[src/rtl/uart_tx_if.sv]
// Parallel-side handshake and serial line of the UART transmitter.
// master = word producer, slave = uart_tx.
interface uart_tx_if #(
  parameter int DATA_WIDTH = 8
);
  logic [DATA_WIDTH-1:0] P_DATA;
  logic                  DATA_VALID;
  logic                  PAR_EN;
  logic                  PAR_TYP;
  logic [4:0]            Prescale;
  logic                  TX_OUT;
  logic                  Busy;

  modport master (
    output P_DATA, DATA_VALID, PAR_EN, PAR_TYP, Prescale,
    input  TX_OUT, Busy
  );

  modport slave (
    input  P_DATA, DATA_VALID, PAR_EN, PAR_TYP, Prescale,
    output TX_OUT, Busy
  );
endinterface

[src/rtl/uart_tx.sv]
// UART transmitter: start bit, DATA_WIDTH data bits LSB first, optional parity, one stop bit.
// Each bit lasts Prescale clocks (0 treated as 1); all outputs registered.
module uart_tx #(
  parameter int DATA_WIDTH = 8
) (
  input  logic       CLK,
  input  logic       RST,
  uart_tx_if.slave   bus
);
  localparam int IDX_W = $clog2(DATA_WIDTH) + 1;

  typedef enum logic [2:0] {IDLE, START, DATA, PARITY, STOP} state_t;

  state_t                state;
  logic [DATA_WIDTH-1:0] shreg;
  logic [DATA_WIDTH-1:0] sh_next;
  logic                  par_en_q;
  logic                  par_bit;
  logic [4:0]            period;
  logic [4:0]            cnt;
  logic [IDX_W-1:0]      bit_idx;
  logic                  tx_q;
  logic                  busy_q;
  logic                  bit_tick;

  assign bit_tick   = (cnt == period - 5'd1);
  assign bus.TX_OUT = tx_q;
  assign bus.Busy   = busy_q;

  // The word is shifted right so the bit on the line is always shreg[0],
  // equivalent to indexing the latched word with bit_idx.
  always_comb begin
    sh_next = shreg >> 1;
  end

  always_ff @(posedge CLK) begin
    if (!RST) begin
      state    <= IDLE;
      shreg    <= '0;
      par_en_q <= 1'b0;
      par_bit  <= 1'b0;
      period   <= '0;
      cnt      <= '0;
      bit_idx  <= '0;
      tx_q     <= 1'b1;
      busy_q   <= 1'b0;
    end else if (state == IDLE) begin
      if (bus.DATA_VALID) begin
        shreg    <= bus.P_DATA;
        par_en_q <= bus.PAR_EN;
        par_bit  <= (^bus.P_DATA) ^ bus.PAR_TYP;
        period   <= (bus.Prescale == 5'd0) ? 5'd1 : bus.Prescale;
        cnt      <= '0;
        bit_idx  <= '0;
        tx_q     <= 1'b0;
        busy_q   <= 1'b1;
        state    <= START;
      end
    end else if (!bit_tick) begin
      cnt <= cnt + 5'd1;
    end else begin
      cnt <= '0;
      case (state)
        START: begin
          state <= DATA;
          tx_q  <= shreg[0];
        end
        DATA: begin
          if (bit_idx == IDX_W'(DATA_WIDTH - 1)) begin
            bit_idx <= '0;
            if (par_en_q) begin
              state <= PARITY;
              tx_q  <= par_bit;
            end else begin
              state <= STOP;
              tx_q  <= 1'b1;
            end
          end else begin
            bit_idx <= bit_idx + IDX_W'(1);
            shreg   <= sh_next;
            tx_q    <= sh_next[0];
          end
        end
        PARITY: begin
          state <= STOP;
          tx_q  <= 1'b1;
        end
        STOP: begin
          state  <= IDLE;
          tx_q   <= 1'b1;
          busy_q <= 1'b0;
        end
        default: begin
          state  <= IDLE;
          tx_q   <= 1'b1;
          busy_q <= 1'b0;
        end
      endcase
    end
  end
endmodule

[src/flat_wrapper.sv]
// flat-port wrapper written by rule: the top's interface ports become plain ports
module uart_tx_flat 
#(
  parameter int DATA_WIDTH = 8
)
  (CLK, RST, bus_P_DATA, bus_DATA_VALID, bus_PAR_EN, bus_PAR_TYP, bus_Prescale, bus_TX_OUT, bus_Busy);
  uart_tx_if #(.DATA_WIDTH(DATA_WIDTH)) bus_i ();
  input  logic CLK;
  input  logic RST;
  input wire logic [$bits(bus_i.P_DATA)-1:0] bus_P_DATA;
  input wire logic [$bits(bus_i.DATA_VALID)-1:0] bus_DATA_VALID;
  input wire logic [$bits(bus_i.PAR_EN)-1:0] bus_PAR_EN;
  input wire logic [$bits(bus_i.PAR_TYP)-1:0] bus_PAR_TYP;
  input wire logic [$bits(bus_i.Prescale)-1:0] bus_Prescale;
  output wire logic [$bits(bus_i.TX_OUT)-1:0] bus_TX_OUT;
  output wire logic [$bits(bus_i.Busy)-1:0] bus_Busy;
  assign bus_i.P_DATA = bus_P_DATA;
  assign bus_i.DATA_VALID = bus_DATA_VALID;
  assign bus_i.PAR_EN = bus_PAR_EN;
  assign bus_i.PAR_TYP = bus_PAR_TYP;
  assign bus_i.Prescale = bus_Prescale;
  assign bus_TX_OUT = bus_i.TX_OUT;
  assign bus_Busy = bus_i.Busy;
  uart_tx #(.DATA_WIDTH(DATA_WIDTH)) u_core (.CLK(CLK), .RST(RST), .bus(bus_i));
endmodule
[config.mk]
export PLATFORM = sky130hd
export DESIGN_NAME = uart_tx_flat
export DESIGN_NICKNAME = d
export VERILOG_FILES = /design/src/rtl/uart_tx_if.sv /design/src/rtl/uart_tx.sv /design/src/flat_wrapper.sv
export SDC_FILE = /design/constraint.sdc
export NUM_CORES = 1
export LEC_CHECK = 0
export CAP_MARGIN = 20
export CORE_ASPECT_RATIO = 1.75
export CORE_UTILIZATION = 58
export DETAILED_ROUTE_END_ITERATION = 6
export GPL_ROUTABILITY_DRIVEN = 0
export PLACE_DENSITY = 0.87
export SETUP_SLACK_MARGIN = 0.5
export SYNTH_ARGS = -nofsm -noshare
export SYNTH_HDL_FRONTEND = slang
export SYNTH_SLANG_ARGS = --single-unit
export TNS_END_PERCENT = 10
[constraint.sdc]
create_clock -name CLK -period 5.8 [get_ports CLK]
set_input_delay 1.16 -clock CLK [delete_from_list [all_inputs] [get_ports CLK]]
set_output_delay 1.16 -clock CLK [all_outputs]
set_load 0.01 [all_outputs]
Yosys cells after proc, flatten, opt, wreduce, memory -nomap -nowiden:

Cells that the tools add are included.

* add/subtract/negate cells: 3
* equality and inequality tests: 9
* mux-type cells: 30
* bitwise logic cells: 1
* reduce and logical (&&, ||, !) cells: 12

Operators with widths (number)
* $mux W8: 5
* $mux W4: 5
* $mux W5: 4
* $mux W3: 5
* $mux W1: 9
* $pmux W3 S3: 1
* $reduce_and A3 Y1: 3
* $reduce_xor A8 Y1: 1
* $eq A3 B2 Y1 const B: 2
* $add A5 B1 Y5 const B: 1
* $eq A5 B5 Y1: 1
* $logic_not A5 Y1: 1
* $sub A5 B1 Y5 const B: 1
* $add A4 B1 Y4 const B: 1
* $eq A4 B3 Y1 const B: 1
* $ne A2 B1 Y1 const B: 2
* $reduce_and A2 Y1: 2
* $reduce_and A4 Y1: 1
* $reduce_bool A2 Y1: 2
* $eq A3 B1 Y1 const B: 1
* $logic_not A3 Y1: 1
* $ne A3 B1 Y1 const B: 1
* $reduce_or A3 Y1: 1
* $ne A2 B2 Y1 const B: 1
* other kinds (2): 2

* bits in registers: 29
* input bits: 18
* output and inout port bits: 2
* logic and storage cells: 64

Longest topological paths before layout:

* depth in word-level cells: 5
* gate-level depth with buffers: 9
* gate-level depth less buffers: 7

Worst setup path after synthesis:

OpenSTA, ideal clock, no wires.

* path type: input-to-reg
* from: in bus_P_DATA[1]
* to: reg u_core.par_bit
* setup time: 0.087 ns
* arrival: 1.859 ns
* required time: 5.713 ns
* path slack: 3.854 ns
* stages on the path: 5
* buffers on the path: 0
* cells stage by stage: xnor2_1 -> xnor2_1 -> xnor2_1 -> xnor2_1 -> o31ai_1

* longest elaborated chain between the ends: 2

Ends and longest elaborated chain
* from (decl): RTL line flat_wrapper.sv:10 `input wire logic [$bits(bus_i.P_DATA)-1:0] bus_P_DATA;`
* $reduce_xor A8 Y1: RTL line uart_tx.sv:51 `par_bit <= (^bus.P_DATA) ^ bus.PAR_TYP;`
* $xor A1 B1 Y1: RTL line uart_tx.sv:51
* to (signal assigned): RTL line uart_tx.sv:51
* to (decl): RTL line uart_tx.sv:18 `logic par_bit;`

Every way passes these cells.
A chain may end at the register's enable or synchronous reset.

Worst setup path in the final report:

* from: in RST
* to: reg u_core.tx_q, in the netlist u_core.bus.TX_OUT

RTL lines
* from (decl): RTL line flat_wrapper.sv:9 `input logic RST;`
* to (signal assigned): RTL line uart_tx.sv:66 `tx_q <= shreg[0];`
* to (signal assigned): RTL line uart_tx.sv:73 `tx_q <= par_bit;`
* to (signal assigned): RTL line uart_tx.sv:81 `tx_q <= sh_next[0];`
* to (decl): RTL line uart_tx.sv:22 `logic tx_q;`

No word-level cell between the ends.

==> metrics.yaml <==
gr-usage-all-layers_pct: 26.86
p_comb_share_pct: 24.5
critPathKind: "input pin to register"
die-area_um2: 2955
synth.ff_latch_count: 29
drv_cap: 0
period_needed_ns: 2.687
r2r-end: "u_core.bit_idx[3]"
clock_sinks: 29
layout_common_cells: "dfxtp_1 (29), nand2_1 (24), clkdlybuf4s50_1 (19), a21oi_1 (16), nand3_1 (15)"
drv_slew: 0
drc: 0
worst_path_max_delay_cell: "clkinv_1"
rrSetupSlack_ns: 3.21
crit_fanout: 26
grt_most_used_layer: "met2"
synth_xor_area_share_pct: 7.735
irDropWorstVdd_mv: 0.1751
netlist_area_um2: 1585
grt_pass1_wl_um: 6237
clockBufferDepth: 2
num_vias: 1512
fin_skew_ns: 0.002935
tightest_slew_ns: 1.040
start_util_pct: 62.11
p_sw_share_pct: 31.11
grt_antenna_before_repair: 0
grt_util_met2_pct: 48.78
synth_area_per_cell_um2: 8.388
min_path_type: "register to register"
tns_ns: 0
drive_above_1_share_pct: 4.950
yosysWarningCount: 0
antennaDiodeCount: 0
max_stage_delay_ns: 0.63
ctsResizeCount: 0
clock_power_share_pct: 30.5
syn_inst: 189
rsz0062_at_grt: "no"
htreeDepth: 2
die_height_um: 71.16
dpl.cell_count: 220
row_count: 24
yosys.area_share.simple_pct: 23.76
clkLatencyLatePin_ns: 0.29
r2r_cells: 7
leakage_nw: 0.6003
initialDrtViolationCount: 80
path_clk_slew_ns: 0.06
fin_crit_sh_pct: 46.33
arrival_ns: 2.86
synth_nets: 210
cts_inserted_buffers: 5
critPathLaunchType: "input pin"
cp.required_ns: 5.97
synth_adder_area_share_pct: 2.368
cp-end-kind: "register"
synth_top_family_by_area: "simple AND/OR/NAND/NOR gates"
r2r-start: "u_core.period[0]"
pin_count: 20
n_fill_cell: 200
power.switching_mw: 0.1632
synth_edf_count: 0
clock.fmax_mhz: 372.1
cts_hold_buf: 0
post_cts_buffers: 0
crit_path_end: "u_core.bus.TX_OUT"
wl_per_cell_um: 15.88
detailed_place_hpwl_um: 2498
final_util_pct: 71.27
dominantRegCellSynth: "dfxtp_1"
dr.pass1.iters: 4
whs_ns: 0.4706
ant_nets: 0
yosys-top-cells-area: "dfxtp_1 (37%), xnor2_1 (6.1%), nand2_1 (5.7%)"
avgViaCountPerCell: 6.632
async_flop_share_pct: 0
port_buffers: 19
seq_power_share_pct: 45.0
gr-total-overflow: 0
setup_viol: 0
final-hold-violation-count: 0
drt_wl_total_um: 3621
crit_path_cell_trace: "clkdlybuf4s50_1 -> clkinv_1 -> a221o_1"
use_met1_pct: 27.14
design.core.area_um2: 2552
yosys.area.top_type_share_pct: 36.62
die_w_um: 41.52
cts_tree: "yes"
synth_top_cell_by_area: "dfxtp_1"
synth-seq-area-share_pct: 36.62
power_density_nw_per_um2: 288.3
ctsRootBufferMaster: "clkbuf_8"
synth.distinct_cells: 45
final_cells: 228
max-slew-margin-rel_pct: 30.60
worstSetupStartpoint: "RST"
grt_pass1_vias: 1480
final_common_cell: "dfxtp_1"
cell_internal_pwr_mw: 0.3614
synth_compound_area_share_pct: 21.63
outcome: "finished, final reports clean"
muxShareOfSynthArea_pct: 2.605
use_met3_pct: 5.867
grt_max_degree: 27
synthToLayoutAreaGrowth_pct: 14.76
fin_nets: 222
synthesized netlist by cell type, types with 4 or more instances:
cell type,number
xnor2_1,11
or3_1,4
a31oi_1,10
a21oi_1,16
o211ai_1,9
nand3_1,15
nand2_1,24
buf_2,4
dfxtp_1,29
clkbuf_1,8
cells by family (layout without fill, tap and decap cells):
group                      after synthesis  count (layout)
xor gates and xnor gates                14              14
buffers and inverters                   18              31
adders and majority gates                3               3
muxes                                    4               4
AOI/OAI and AO/OA                       51              51
and+or+nand+nor                         70              70
DFF                                     29              29
power by group through the flow:
stage | Sequential, mW | Clock (mW) | Combinational [mW]
final | 0.236 | 0.160 | 0.128
after global placement | 0.239 | 0 | 0.123
after global routing | 0.238 | 0.170 | 0.142
after CTS | 0.236 | 0.160 | 0.129
after floorplan | 0.234 | 0 | 0.0966
after detailed placement | 0.240 | 0 | 0.128
how the worst min path moves through the flow:
stage	start	to	slack, ns	depth (start not counted)
after global routing	u_core.period[4]	u_core.period[4]	0.49	2
after CTS	u_core.period[4]	u_core.period[4]	0.47	2
final	u_core.period[4]	u_core.period[4]	0.47	2
after floorplan	u_core.par_bit	u_core.par_bit	0.44	2
after global placement	u_core.period[4]	u_core.period[4]	0.46	2
after detailed placement	u_core.period[4]	u_core.period[4]	0.47	2
per-stage QoR:
stage	setup WS [ns]	instance area (um^2)	power, mW
floorplan	3.854	1585	0.3311
global route	3.044	1819	0.5496
detailed placement	2.860	1739	0.3678
finish	3.113	1819	0.5245
global placement	2.919	1739	0.3618
CTS	3.157	1819	0.5243
layer usage:
layer	vias to the layer above	routed length, um
met5	-	0
met4	0	91
met3	12	165
met2	52	1981
met1	727	1384
li1	721	-
state kept, by name, summed over array words and instances (netlist names):
name	cells
u_core.state	3
u_core.shreg	8
u_core.bit_idx	4
u_core.bus.Busy	1
u_core.par_bit	1
u_core.cnt	5
u_core.period	5
u_core.bus.TX_OUT	1
u_core.par_en_q	1
critical path, delay by kind of cell:
| family | cells | cell delay, ns |
|---|---|---|
| compound gates | 1 | 0.49 |
| buf+inv | 2 | 1.20 |
cell type report:
cell class,instances,area [um^2],share of cell area [%]
flip-flops and latches,29,580.6,31.91
repair buffers,19,190.2,10.45
well taps,26,32.53,1.788
clock buffers,8,80.08,4.402
multi-input cells,142,920.9,50.62
inverters,4,15.01,0.8253
No activity file was read; power rests on OpenSTA's default activity.
